==> src/rtl/push_top_assembler.sv <==
// Packs a framed byte stream into REC_BYTES-byte records, queues them in a small
// circular holding buffer and offers the head record to the FIFO manager.
module push_top_assembler #(
    parameter int REC_BYTES  = 6,
    parameter int HOLD_DEPTH = 2,
    parameter int CNT_W      = 16,
    localparam int RW        = 8 * REC_BYTES
) (
    input  logic             clk,
    input  logic             rst,
    input  logic [7:0]       byte_in,
    input  logic             byte_valid,
    input  logic             byte_start,
    output logic             push_wait,
    output logic             push_to_fifo,
    output logic [RW-1:0]    push_record,
    input  logic             fifo_full,
    input  logic             err_clr,
    output logic             frame_err,
    output logic [CNT_W-1:0] rec_count
);

    localparam int IDX_W = $clog2(REC_BYTES);
    localparam int PTR_W = (HOLD_DEPTH > 1) ? $clog2(HOLD_DEPTH) : 1;
    localparam int HC_W  = $clog2(HOLD_DEPTH + 1);
    localparam logic [IDX_W-1:0] LAST_IDX = IDX_W'(REC_BYTES - 1);
    localparam logic [HC_W-1:0]  FULL_CNT = HC_W'(HOLD_DEPTH);

    typedef enum logic [0:0] {
        IDLE     = 1'b0,
        ASSEMBLE = 1'b1
    } state_t;

    state_t             state_r, state_s;
    logic [IDX_W-1:0]   byte_idx_r, byte_idx_s;
    logic [RW-1:0]      asm_r, asm_s;
    logic [RW-1:0]      hold_mem_r [HOLD_DEPTH];
    logic [PTR_W-1:0]   head_r, tail_r, head_s, tail_s;
    logic [HC_W-1:0]    hold_cnt_r, hold_cnt_s;
    logic               push_wait_r, push_to_fifo_r, frame_err_r;
    logic [RW-1:0]      push_record_r, head_data_s;
    logic [CNT_W-1:0]   rec_count_r;
    logic               take_s, acc_s, wr_s, err_set_s;

    function automatic logic [PTR_W-1:0] ptr_inc(input logic [PTR_W-1:0] p);
        if (p == PTR_W'(HOLD_DEPTH - 1)) begin
            ptr_inc = {PTR_W{1'b0}};
        end else begin
            ptr_inc = p + PTR_W'(1);
        end
    endfunction

    assign take_s = byte_valid && !push_wait_r;
    assign acc_s  = push_to_fifo_r && !fifo_full;

    // Framing FSM: byte placement, record completion and framing-error detection
    always_comb begin
        state_s    = state_r;
        byte_idx_s = byte_idx_r;
        asm_s      = asm_r;
        wr_s       = 1'b0;
        err_set_s  = 1'b0;
        case (state_r)
            IDLE: begin
                if (take_s && byte_start) begin
                    asm_s      = {byte_in, {(RW-8){1'b0}}};
                    byte_idx_s = IDX_W'(1);
                    state_s    = ASSEMBLE;
                end else if (take_s) begin
                    err_set_s = 1'b1;
                end else begin
                    err_set_s = 1'b0;
                end
            end
            ASSEMBLE: begin
                if (take_s && byte_start) begin
                    // A fresh start abandons the partial record and begins anew
                    err_set_s  = 1'b1;
                    asm_s      = {byte_in, {(RW-8){1'b0}}};
                    byte_idx_s = IDX_W'(1);
                end else if (take_s) begin
                    for (int k = 0; k < REC_BYTES; k++) begin
                        asm_s[RW-1-8*k -: 8] = (byte_idx_r == IDX_W'(k)) ? byte_in
                                                                          : asm_r[RW-1-8*k -: 8];
                    end
                    if (byte_idx_r == LAST_IDX) begin
                        wr_s       = 1'b1;
                        byte_idx_s = {IDX_W{1'b0}};
                        state_s    = IDLE;
                    end else begin
                        byte_idx_s = byte_idx_r + IDX_W'(1);
                    end
                end else begin
                    err_set_s = 1'b0;
                end
            end
            default: begin
                state_s    = IDLE;
                byte_idx_s = {IDX_W{1'b0}};
            end
        endcase
    end

    // Holding-queue pointer/occupancy update and next head record
    always_comb begin
        head_s     = acc_s ? ptr_inc(head_r) : head_r;
        tail_s     = wr_s ? ptr_inc(tail_r) : tail_r;
        hold_cnt_s = hold_cnt_r;
        case ({wr_s, acc_s})
            2'b10:   hold_cnt_s = hold_cnt_r + HC_W'(1);
            2'b01:   hold_cnt_s = hold_cnt_r - HC_W'(1);
            default: hold_cnt_s = hold_cnt_r;
        endcase
        // The record being written this edge becomes head only when it is the sole entry
        if (wr_s && (tail_r == head_s)) begin
            head_data_s = asm_s;
        end else begin
            head_data_s = hold_mem_r[head_s];
        end
    end

    // State, assembly, queue and registered outputs
    always_ff @(posedge clk or posedge rst) begin
        if (rst) begin
            state_r        <= IDLE;
            byte_idx_r     <= {IDX_W{1'b0}};
            asm_r          <= {RW{1'b0}};
            head_r         <= {PTR_W{1'b0}};
            tail_r         <= {PTR_W{1'b0}};
            hold_cnt_r     <= {HC_W{1'b0}};
            push_wait_r    <= 1'b0;
            push_to_fifo_r <= 1'b0;
            push_record_r  <= {RW{1'b0}};
            frame_err_r    <= 1'b0;
            rec_count_r    <= {CNT_W{1'b0}};
            for (int i = 0; i < HOLD_DEPTH; i++) begin
                hold_mem_r[i] <= {RW{1'b0}};
            end
        end else begin
            state_r        <= state_s;
            byte_idx_r     <= byte_idx_s;
            asm_r          <= asm_s;
            head_r         <= head_s;
            tail_r         <= tail_s;
            hold_cnt_r     <= hold_cnt_s;
            push_to_fifo_r <= (hold_cnt_s != {HC_W{1'b0}});
            push_record_r  <= head_data_s;
            push_wait_r    <= (state_s == ASSEMBLE) && (byte_idx_s == LAST_IDX)
                              && (hold_cnt_s == FULL_CNT);
            if (wr_s) begin
                hold_mem_r[tail_r] <= asm_s;
            end
            if (err_set_s) begin
                frame_err_r <= 1'b1;
            end else if (err_clr) begin
                frame_err_r <= 1'b0;
            end
            if (acc_s) begin
                rec_count_r <= rec_count_r + CNT_W'(1);
            end
        end
    end

    assign push_wait    = push_wait_r;
    assign push_to_fifo = push_to_fifo_r;
    assign push_record  = push_record_r;
    assign frame_err    = frame_err_r;
    assign rec_count    = rec_count_r;

endmodule
==> config.mk <==
export PLATFORM = sky130hd
export DESIGN_NAME = push_top_assembler
export DESIGN_NICKNAME = d
export VERILOG_FILES = /design/src/rtl/push_top_assembler.sv
export SDC_FILE = /design/constraint.sdc
export NUM_CORES = 1
export LEC_CHECK = 0
export CAP_MARGIN = 20
export CORE_ASPECT_RATIO = 1.25
export CORE_MARGIN = 8
export CORE_UTILIZATION = 55
export DETAILED_ROUTE_END_ITERATION = 10
export PLACE_DENSITY = 0.74
export SYNTH_ARGS = -nofsm -noshare
export SYNTH_HDL_FRONTEND = slang
export SYNTH_SLANG_ARGS = --single-unit
==> constraint.sdc <==
create_clock -name clk -period 9.22 [get_ports clk]
set_clock_uncertainty 0.15 [all_clocks]
set_input_delay 1.383 -clock clk [delete_from_list [all_inputs] [get_ports clk]]
set_output_delay 1.383 -clock clk [all_outputs]
set_load 0.02 [all_outputs]
; ---- Word-level counts from Yosys, hierarchy flattened
; Index checks and enable logic that the tools add are counted.
[classes]
n_bitwise = 3
addsub = 6
n_shift = 0
div_mod_pow = 0
n_mux = 40
magnitude_cmp = 3
mul = 0
eq_ne = 10
reduce_logical = 12
[op_table]
columns = operator, count
row1 = two-way mux 48 bit, 8
row2 = bitwise mux 96 bit, 1
row3 = one-hot mux 48 bit (2 select lines), 1
row4 = demux 48 bit (select 1 bit), 1
row5 = two-way mux 8 bit, 6
row6 = "adder 16 x 1 -> 16 bit, second input constant", 1
row7 = two-way mux 1 bit, 15
row8 = two-way mux 3 bit, 4
row9 = "equality test 3 bit, second input constant", 3
row10 = logical AND 1 bit, 7
row11 = "equality test 3 x 2 -> 1 bit, second input constant", 2
row12 = one-hot mux 3 bit (2 select lines), 1
row13 = "equality test 2 bit, second input constant", 2
row14 = "greater-or-equal comparator 2 bit, second input constant", 2
row15 = NOT 1 -> 2 bit, 2
row16 = one-hot mux 1 bit (2 select lines), 2
row17 = one-hot mux 2 bit (2 select lines), 1
row18 = nonzero test 2 bit, 2
row19 = "adder 3 x 1 -> 3 bit, second input constant", 1
row20 = "equality test 3 x 1 -> 1 bit, second input constant", 1
row21 = logical NOT 3 bit, 1
row22 = "adder 1 bit, second input constant", 2
row23 = "adder 2 x 1 -> 2 bit, second input constant", 1
row24 = "equality test 2 x 1 -> 1 bit, second input constant", 1
row25 = 5 further kinds, 6
[totals]
latchBits = 0
elab_cells = 87
mem_count = 0
mem_bits_rw = 0
romBits = 0
output_inout_bits = 67
ff_bits = 219
in_bits = 14

; ---- Longest topological paths before layout
; Gate-level depths: netlist of run 1.
[depth]
ltp_word = 9
ltp_mapped = 9
depth_no_buf = 7

; ---- Least setup slack after synthesis of run 1
; OpenSTA, ideal clock, no wires.
[synth_timing]
path_type = input-to-reg
start = in byte_start
end = reg push_record_r[39] (netlist: push_record[39])
setup_time_ns = 0.080
path_slack_ns = 6.123
required_ns = 8.990
cell_stages = 9
n_path_buf = 5
t_arrival_ns = 2.867
cell_sequence = buf_2 > and3b_1 > clkbuf_1 > and3_1 > buf_2 > mux2i_2 > buf_6 > buf_6 > mux2i_1
[synth_via]
elab_chain_cells = 5
word_cells_on_any_way = 8
classes_between = mux: 6 / reduce/logical: 2
[synth_rtl]
columns = item, line
row1 = "start, declared", 13  ; input logic byte_start,
row2 = logical AND 1 bit (*), "65, 76"
row3 = two-way mux 1 bit, 76  ; if (take_s && byte_start) begin
row4 = two-way mux 1 bit, 63  ; case (state_r)
row5 = logical AND 1 bit, 115  ; if (wr_s && (tail_r == head_s)) begin
row6 = two-way mux 48 bit (*), 115
row7 = named net head_data_s[39], 41  ; logic [RW-1:0] push_record_r, head_data_s;
row8 = "end signal, assigned", 133  ; push_record_r <= {RW{1'b0}};
row9 = "end signal, assigned", 147  ; push_record_r <= head_data_s;
row10 = "end, declared", 41
; Mark *: on every way through the listed nets, which the timed path passes. The rest lies on a longest branch.
; A chain may end at the register's enable or synchronous reset.

; ---- Worst setup path after layout of run 1
[layout_timing]
start = in fifo_full
end = reg push_record_r[40] (netlist: push_record[40])
[layout_via]
elab_chain_cells = 8
word_cells_on_any_way = 10
classes_between = eq/ne: 1 / mux: 5 / bitwise: 1 / reduce/logical: 3
[layout_rtl]
columns = item, line
row1 = "start, declared", 17  ; input logic fifo_full,
row2 = logical NOT 1 bit (*), 54  ; assign acc_s = push_to_fifo_r && !fifo_full;
row3 = logical AND 1 bit (*), 54
row4 = two-way mux 1 bit (*), 106  ; head_s = acc_s ? ptr_inc(head_r) : head_r;
row5 = NOT 1 -> 2 bit (not written as such), 118  ; head_data_s = hold_mem_r[head_s];
row6 = two-way mux 48 bit (not written as such) (3 in series), 118
row7 = two-way mux 48 bit (*), 115
row8 = named net head_data_s[40], 41
; Mark *: on every way through the listed nets, which the timed path passes. The rest lies on a longest branch. The select of a mux whose other input is x is not followed.

==> results by group, run 1 <==
Critical path
  – Worst-path maximum fanout: 50
  – Critical Path AT: approximately 4.8 ns
  – RR Endpoint: push_record[40]
  – CP endpoint kind: flop
  – Critical R2R Launch: push_to_fifo
  – Req. time, crit path: 9.46 ns
  – CP Class: in -> reg
  – Worst path slowest cell: buf_4
  – Worst setup SP type: input pin
  – Worst-path cell chain: clkdlybuf4s50_1, nor2b_1, xnor2_4, buf_4, mux2i_4, buf_4, mux2i_1
  – R2R setup slack: between 5 and 6 ns
  – Buf/Inv on CP: 3
  – Delay of the slowest cell on the worst path: 0.76 ns
  – R2R depth: 6
  – Crit path max-delay family: buffers and inverters
  – Crit-path most repeated cell: buf_4

Clocking
  – Clock transition at path regs: 0.06 ns
  – Cts bufs inserted: 21
  – Post_cts resized: 0
  – H-tree levels: 1
  – Clock Sinks: 211
  – CTS Buffer Depth: 3
  – Hold buffer count at CTS: 0
  – Clock tree root driver cell: clkbuf_16
  – Latest clock arrival within the worst-skew pair: approximately 0.5 ns
  – Buffer count from post-CTS setup fixing: 0
  – CTS tree: yes

STA
  – Final setup viols: 0
  – Slew Limit Fails: 0
  – Final Cycle Share: between 40% and 50%
  – Fin. Hold Viols: 0
  – Post-route setup slack: roughly 4.7 ns
  – RSZ-0062 raised after global routing: false
  – Final TNS setup: 0 ns
  – Max-slew headroom: about a third
  – Fin crit period: approximately 4.5 ns
  – Fmax: 222 MHz
  – Worst hold slack: approximately 0.33 ns
  – Least-Margin Pin Slew: approximately 1 ns

Route
  – Vias: 5,584
  – Avg WL per Cell: approximately 18 um
  – Initial drt markers: roughly 340
  – Final ANT Viol Nets: 0
  – Post-DR vias/cell: roughly 5.4
  – Detailed Routing Iterations Pass 1: 4
  – # DRC: 0
  – Total Wirelength: 18,400 um

Pwr
  – Power Density: roughly 320 mW/mm^2
  – Combinational power share: between 30% and 40%
  – P_int: roughly 0.0022 W
  – Clock power share: between 20 and 30%
  – VDD IR max: about 210 uV
  – Net Switching: between 0.001 and 0.0015 W
  – Leakage dissipation: 5.23 nW
  – Seq pwr share: between 40% and 50%
  – Switching Fraction: 32.2%
  – Tot Pwr: about 0.0033 W

Worst hold path
  – HP Class: reg -> reg
  – Hold Path Sink: rec_count[15]
  – Min-delay src: rec_count[15]
  – Worst Hold Depth: 1

Global routing
  – GR Util All Layers: 18.8%
  – Initial antenna violation count: 0
  – First-pass GRT wire length: ~30,000 um
  – Largest net degree at the start of global routing: around 130
  – GRT overflow: 0
  – Number of global-route vias before repair: around 5,800

Placement
  – DPL Wire Length: roughly 11,000 um
  – Dpl ws: 4.23 ns
  – Placer congestion estimate: a little under 0.8
  – IO buf count: 80

Logic synthesis
  – Synth cell types: 43
  – Mapped Nets: approximately 760
  – Cell area after synthesis: around 0.0086 sq mm
  – Syn_area_per_cell: 11.5 sq um
  – Post-synthesis sequential area ratio: just over 60%
  – Yosys warning total: 0
  – Cells after Synth: 744
  – Post-synthesis sequential element count: 211

Floorplan
  – DIE HEIGHT: ~160 um
  – I/O pins: 81
  – DIE AREA: between 0.015 and 0.02 sq mm
  – Row Count: 51
  – Starting density of the core: between 50% and 60%
  – Die Wd: roughly 130 um
  – Core area: roughly 0.015 sq mm

Final layout
  – Antenna cell count: 0
  – Area grow syn2layout: 20.0%
  – Most common cell after layout, fill and taps aside: dfrtp_1
  – Most frequent cells in the layout: dfrtp_1, mux2i_1, nand2_1, o21ai_0, clkdlybuf4s50_1
  – Layout Nets: roughly 830
  – Final core utilization: 66.6%
  – Layout cell share with drive strength beyond 1: between 6 and 7%

Run status
  – Status: finished clean

Run
  – Max cap viols: 0
==> synth_stat cells (all sizes together) <==
library cell	count	area share (%)
buf	19	1.3
o22ai	1	0.073
and4b	1	0.12
o32ai	1	0.10
nor2b	3	0.22
ha	3	0.44
o41ai	1	0.10
mux2i	121	14
nand4	5	0.37
inv	23	1.0
or3	1	0.073
nor3b	1	0.22
nand3b	5	0.44
nor2	48	2.1
and2	2	0.15
nand4bb	1	0.13
nand4b	2	0.20
nand2	111	4.9
and4	2	0.20
nor4bb	1	0.12
xnor2	14	1.5
and3	3	0.22
nand2b	2	0.15
mux2	1	0.13
o21ai	91	5.3
nand3	3	0.18
a21oi	18	1.1
xor2	7	0.72
clkbuf	26	1.1
and3b	1	0.10
a31o	2	0.20
and4bb	1	0.15
nor4b	1	0.10
nor3	2	0.18
a21o	9	0.79
dfrtp	211	62
==> state kept, by name, summed over array words and instances (netlist names) <==
register / count
head_r: 1
rec_count: 16
push_record: 48
hold_cnt_r: 2
tail_r: 1
push_to_fifo: 1
state_r: 1
asm_r: 40
push_wait: 1
hold_mem_r: 96
frame_err: 1
byte_idx_r: 3
==> power groups by stage <==
| stage | registers, W | clock network, W | logic, W |
|---|---|---|---|
| 6_report | 0.00138 | 0.000898 | 0.000996 |
| 5_1_grt | 0.00141 | 0.000951 | 0.00110 |
| 4_1_cts | 0.00138 | 0.000915 | 0.00101 |
| 3_5_place_dp | 0.00139 | 0 | 0.000995 |
| 3_3_place_gp | 0.00137 | 0 | 0.000953 |
| 2_1_floorplan | 0.00145 | 0 | 0.000577 |
==> metrics by stage <==
step | cell area [sq um] | instances
global placement | 9510 | 997
finish | 10300 | 1035
floorplan | 8570 | 744
CTS | 10200 | 1033
detailed placement | 9510 | 997
global route | 10300 | 1035
==> how the worst max path moves through the flow <==
stage / start / end / slack, ns / cells past startpoint
4_1_cts: fifo_full / push_record[40] / 4.70 / 7
3_5_place_dp: fifo_full / push_record[31] / 4.23 / 7
3_3_place_gp: fifo_full / push_record[33] / 4.32 / 7
5_1_grt: fifo_full / push_record[39] / 4.54 / 7
6_report: fifo_full / push_record[40] / 4.71 / 7
2_1_floorplan: rst / asm_r[10] / 1.92 / 1
==> worst reg2reg max path, stage by stage, from the launching register on <==
cell	delay, ns
dfrtp_1	0.38
nor2b_1	0.56
xnor2_4	0.17
buf_4	0.76
mux2i_4	0.38
buf_4	0.75
mux2i_1	0.33
==> layer usage <==
metal	track usage [%]	routed length [um]	part of all wire, %
met1	23.6	7830	43
met4	6.47	430	2.3
met3	3.70	1010	5.5
met2	32.0	9150	50
met5	0	0	0
==> layout make-up <==
class,instances,area (sq um)
clock buffer,28,612
clock inverter,8,126
fill,1198,5160
inverter,23,93.8
multi-input combinational,465,3020
sequential,211,5280
tap,212,265
timing repair buffer,88,881
==> kinds of logic after synthesis <==
group                    share of synthesized area (%)
buffers and inverters                             3.46
AO/OA/AOI/OAI                                     7.64
multiplexers                                      14.3
adder cells (fa/ha/maj)                          0.438
XOR/XNOR                                          2.23
flip-flops                                        61.6
AND/OR/NAND/NOR                                   10.3
(Power assumes the default switching activity.)
==> run 2: changes to the inputs <==
clock period = 4.5 ns   (was 9.22 ns; I/O delays follow)
==> run 2 against run 1 <==
  * Cell area increased by 1.7%
  * Sequential power up 100%
  * Setup slack lost 3.1 ns
  * Sequential share of layout area decreased by 0.86 points
  * Global-route usage increased by 0.14 points
  * Via count up 1.6%
  * Final cell count up 0.87%
  * Combinational power grew 100%
  * Die area unchanged
  * Critical path type unchanged
==> results by group, run 2 (same netlist as run 1, synthesis figures left out) <==
Global routing
  – Initial antenna violation count: 1
  – GR Util All Layers: 19.0%
  – First-pass GRT wire length: around 30,000 um
  – Number of global-route vias before repair: approximately 6,000
  – Largest net degree at the start of global routing: between 80 and 90
  – GRT overflow: 0

Critical path
  – Worst-path cell chain: clkdlybuf4s50_1, nor2b_1, xnor2_4, buf_4, mux2i_1, mux2i_1
  – R2R depth: 5
  – Req. time, crit path: roughly 4.7 ns
  – Critical Path AT: 3.08 ns
  – Crit path max-delay family: buffers and inverters
  – Crit-path most repeated cell: mux2i_1
  – Buf/Inv on CP: 2
  – Worst setup SP type: input pin
  – CP endpoint kind: flop
  – Crit. Startpoint: fifo_full
  – Worst path slowest cell: buf_4
  – CP Depth: 6
  – Worst-path maximum fanout: 49
  – CP Class: in -> reg
  – Delay of the slowest cell on the worst path: slightly below 0.8 ns
  – Critical R2R Launch: push_to_fifo

Clocking
  – CTS Buffer Depth: 3
  – Clock Sinks: around 210
  – Latest clock arrival within the worst-skew pair: about 0.5 ns
  – Clock transition at path regs: about 0.060 ns
  – Clock tree root driver cell: clkbuf_16
  – H-tree levels: 1
  – Cts bufs inserted: 22
  – Post_cts resized: 0
  – Buffer count from post-CTS setup fixing: 0
  – CTS tree: yes
  – Hold buffer count at CTS: 0

Floorplan
  – Die Wd: approximately 130 um
  – Starting density of the core: a little under three fifths
  – I/O pins: 81
  – DIE AREA: around 0.020 sq mm
  – Row Count: 51
  – Core area: around 0.015 sq mm
  – DIE HEIGHT: approximately 160 um

Final layout
  – Layout Nets: between 800 and 900
  – Layout cell share with drive strength beyond 1: between 7 and 8%
  – Antenna cell count: 0
  – Area grow syn2layout: 22.1%
  – Flip-flop count of the largest register after layout: 96
  – Most common cell after layout, fill and taps aside: dfrtp_1
  – Fillers: 1,147
  – Most frequent cells in the layout: dfrtp_1, mux2i_1, nand2_1, o21ai_0, clkdlybuf4s50_1
  – Largest Register: hold_mem_r

STA
  – Final TNS setup: 0 ns
  – Final Cycle Share: roughly 64%
  – Fin crit period: approximately 2.9 ns
  – Max-slew headroom: between 30% and 40%
  – Fmax: 347 MHz
  – Post-route setup slack: around 1.6 ns
  – Final setup viols: 0
  – RSZ-0062 raised after global routing: false
  – Least-Margin Pin Slew: between 0.9 and 1 ns
  – Fin. Hold Viols: 0
  – Slew Limit Fails: 0

Route
  – # DRC: 0
  – Detailed Routing Iterations Pass 1: 5
  – Avg WL per Cell: roughly 18 um
  – Total Wirelength: around 18,000 um
  – Final ANT Viol Nets: 0
  – Vias: roughly 5,700
  – Post-DR vias/cell: around 5.4
  – Initial drt markers: 388

Worst hold path
  – Min-delay src: hold_mem_r[82]
  – HP Class: reg -> reg
  – Worst Hold Depth: 2

Run status
  – Status: finished clean

Placement
  – Placer congestion estimate: a little over 0.8
  – Dpl ws: 1.14 ns
  – IO buf count: 80
  – DPL Wire Length: ~12,000 um

Pwr
  – Power Density: about 670 mW/mm^2
  – Leakage dissipation: about 5.3 nW
  – VDD IR max: 436 uV

Run
  – Max cap viols: 0
run 2: final cells by class:
class	instances	area, sq um	share of cell area (%)
well taps	212	265	2.54
inverters	23	90.1	0.862
flip-flops and latches	211	5280	50.5
clock inverters	13	256	2.45
repair buffers	93	936	8.95
multi-input cells	465	3020	28.9
clock buffers	27	611	5.84
run 2: power by group:
part | switching (W) | internal [W]
clock | 0.000744 | 0.00137
sequential | 0.000325 | 0.00250
combinational | 0.00111 | 0.000922
total | 0.00218 | 0.00479
run 2: worst paths after layout:
check                           slack (ns)         endpoint
worst max-delay path                  1.62  push_record[21]
worst min-delay path                  0.33   hold_mem_r[82]
worst max register to register        1.82  push_record[21]
worst min register to register        0.33   hold_mem_r[82]
max in group asynchronous             3.03   hold_mem_r[16]
min in group asynchronous             0.47    rec_count[10]
run 2: per-layer routing:
layer  GRT usage [%]  part of all wire, %  vias to the layer above
met5               0                0.071                        -
met2            32.8                   51                      120
li1                -                    -                     2647
met3            3.15                  4.5                       28
met4            5.79                  2.1                        2
met1            23.9                   42                     2879
run 2: worst min-delay path: stages (launching register included):
cell and delay, ns:
dfrtp_1 0.34, nand2_1 0.05, o21ai_0 0.06
run 2: metrics by stage:
step / utilization, % / std cells / total power, W / hold WS [ns] / instance area [sq um]
CTS: 67.5 / 1042 / 0.00703 / 0.334 / 10400
global placement: 61.9 / 1002 / 0.00477 / 0.311 / 9560
finish: 67.7 / 1044 / 0.00697 / 0.332 / 10500
detailed placement: 61.9 / 1002 / 0.00489 / 0.317 / 9560
global route: 67.7 / 1044 / 0.00735 / 0.358 / 10500
floorplan: - / 744 / 0.00415 / 0.299 / 8570
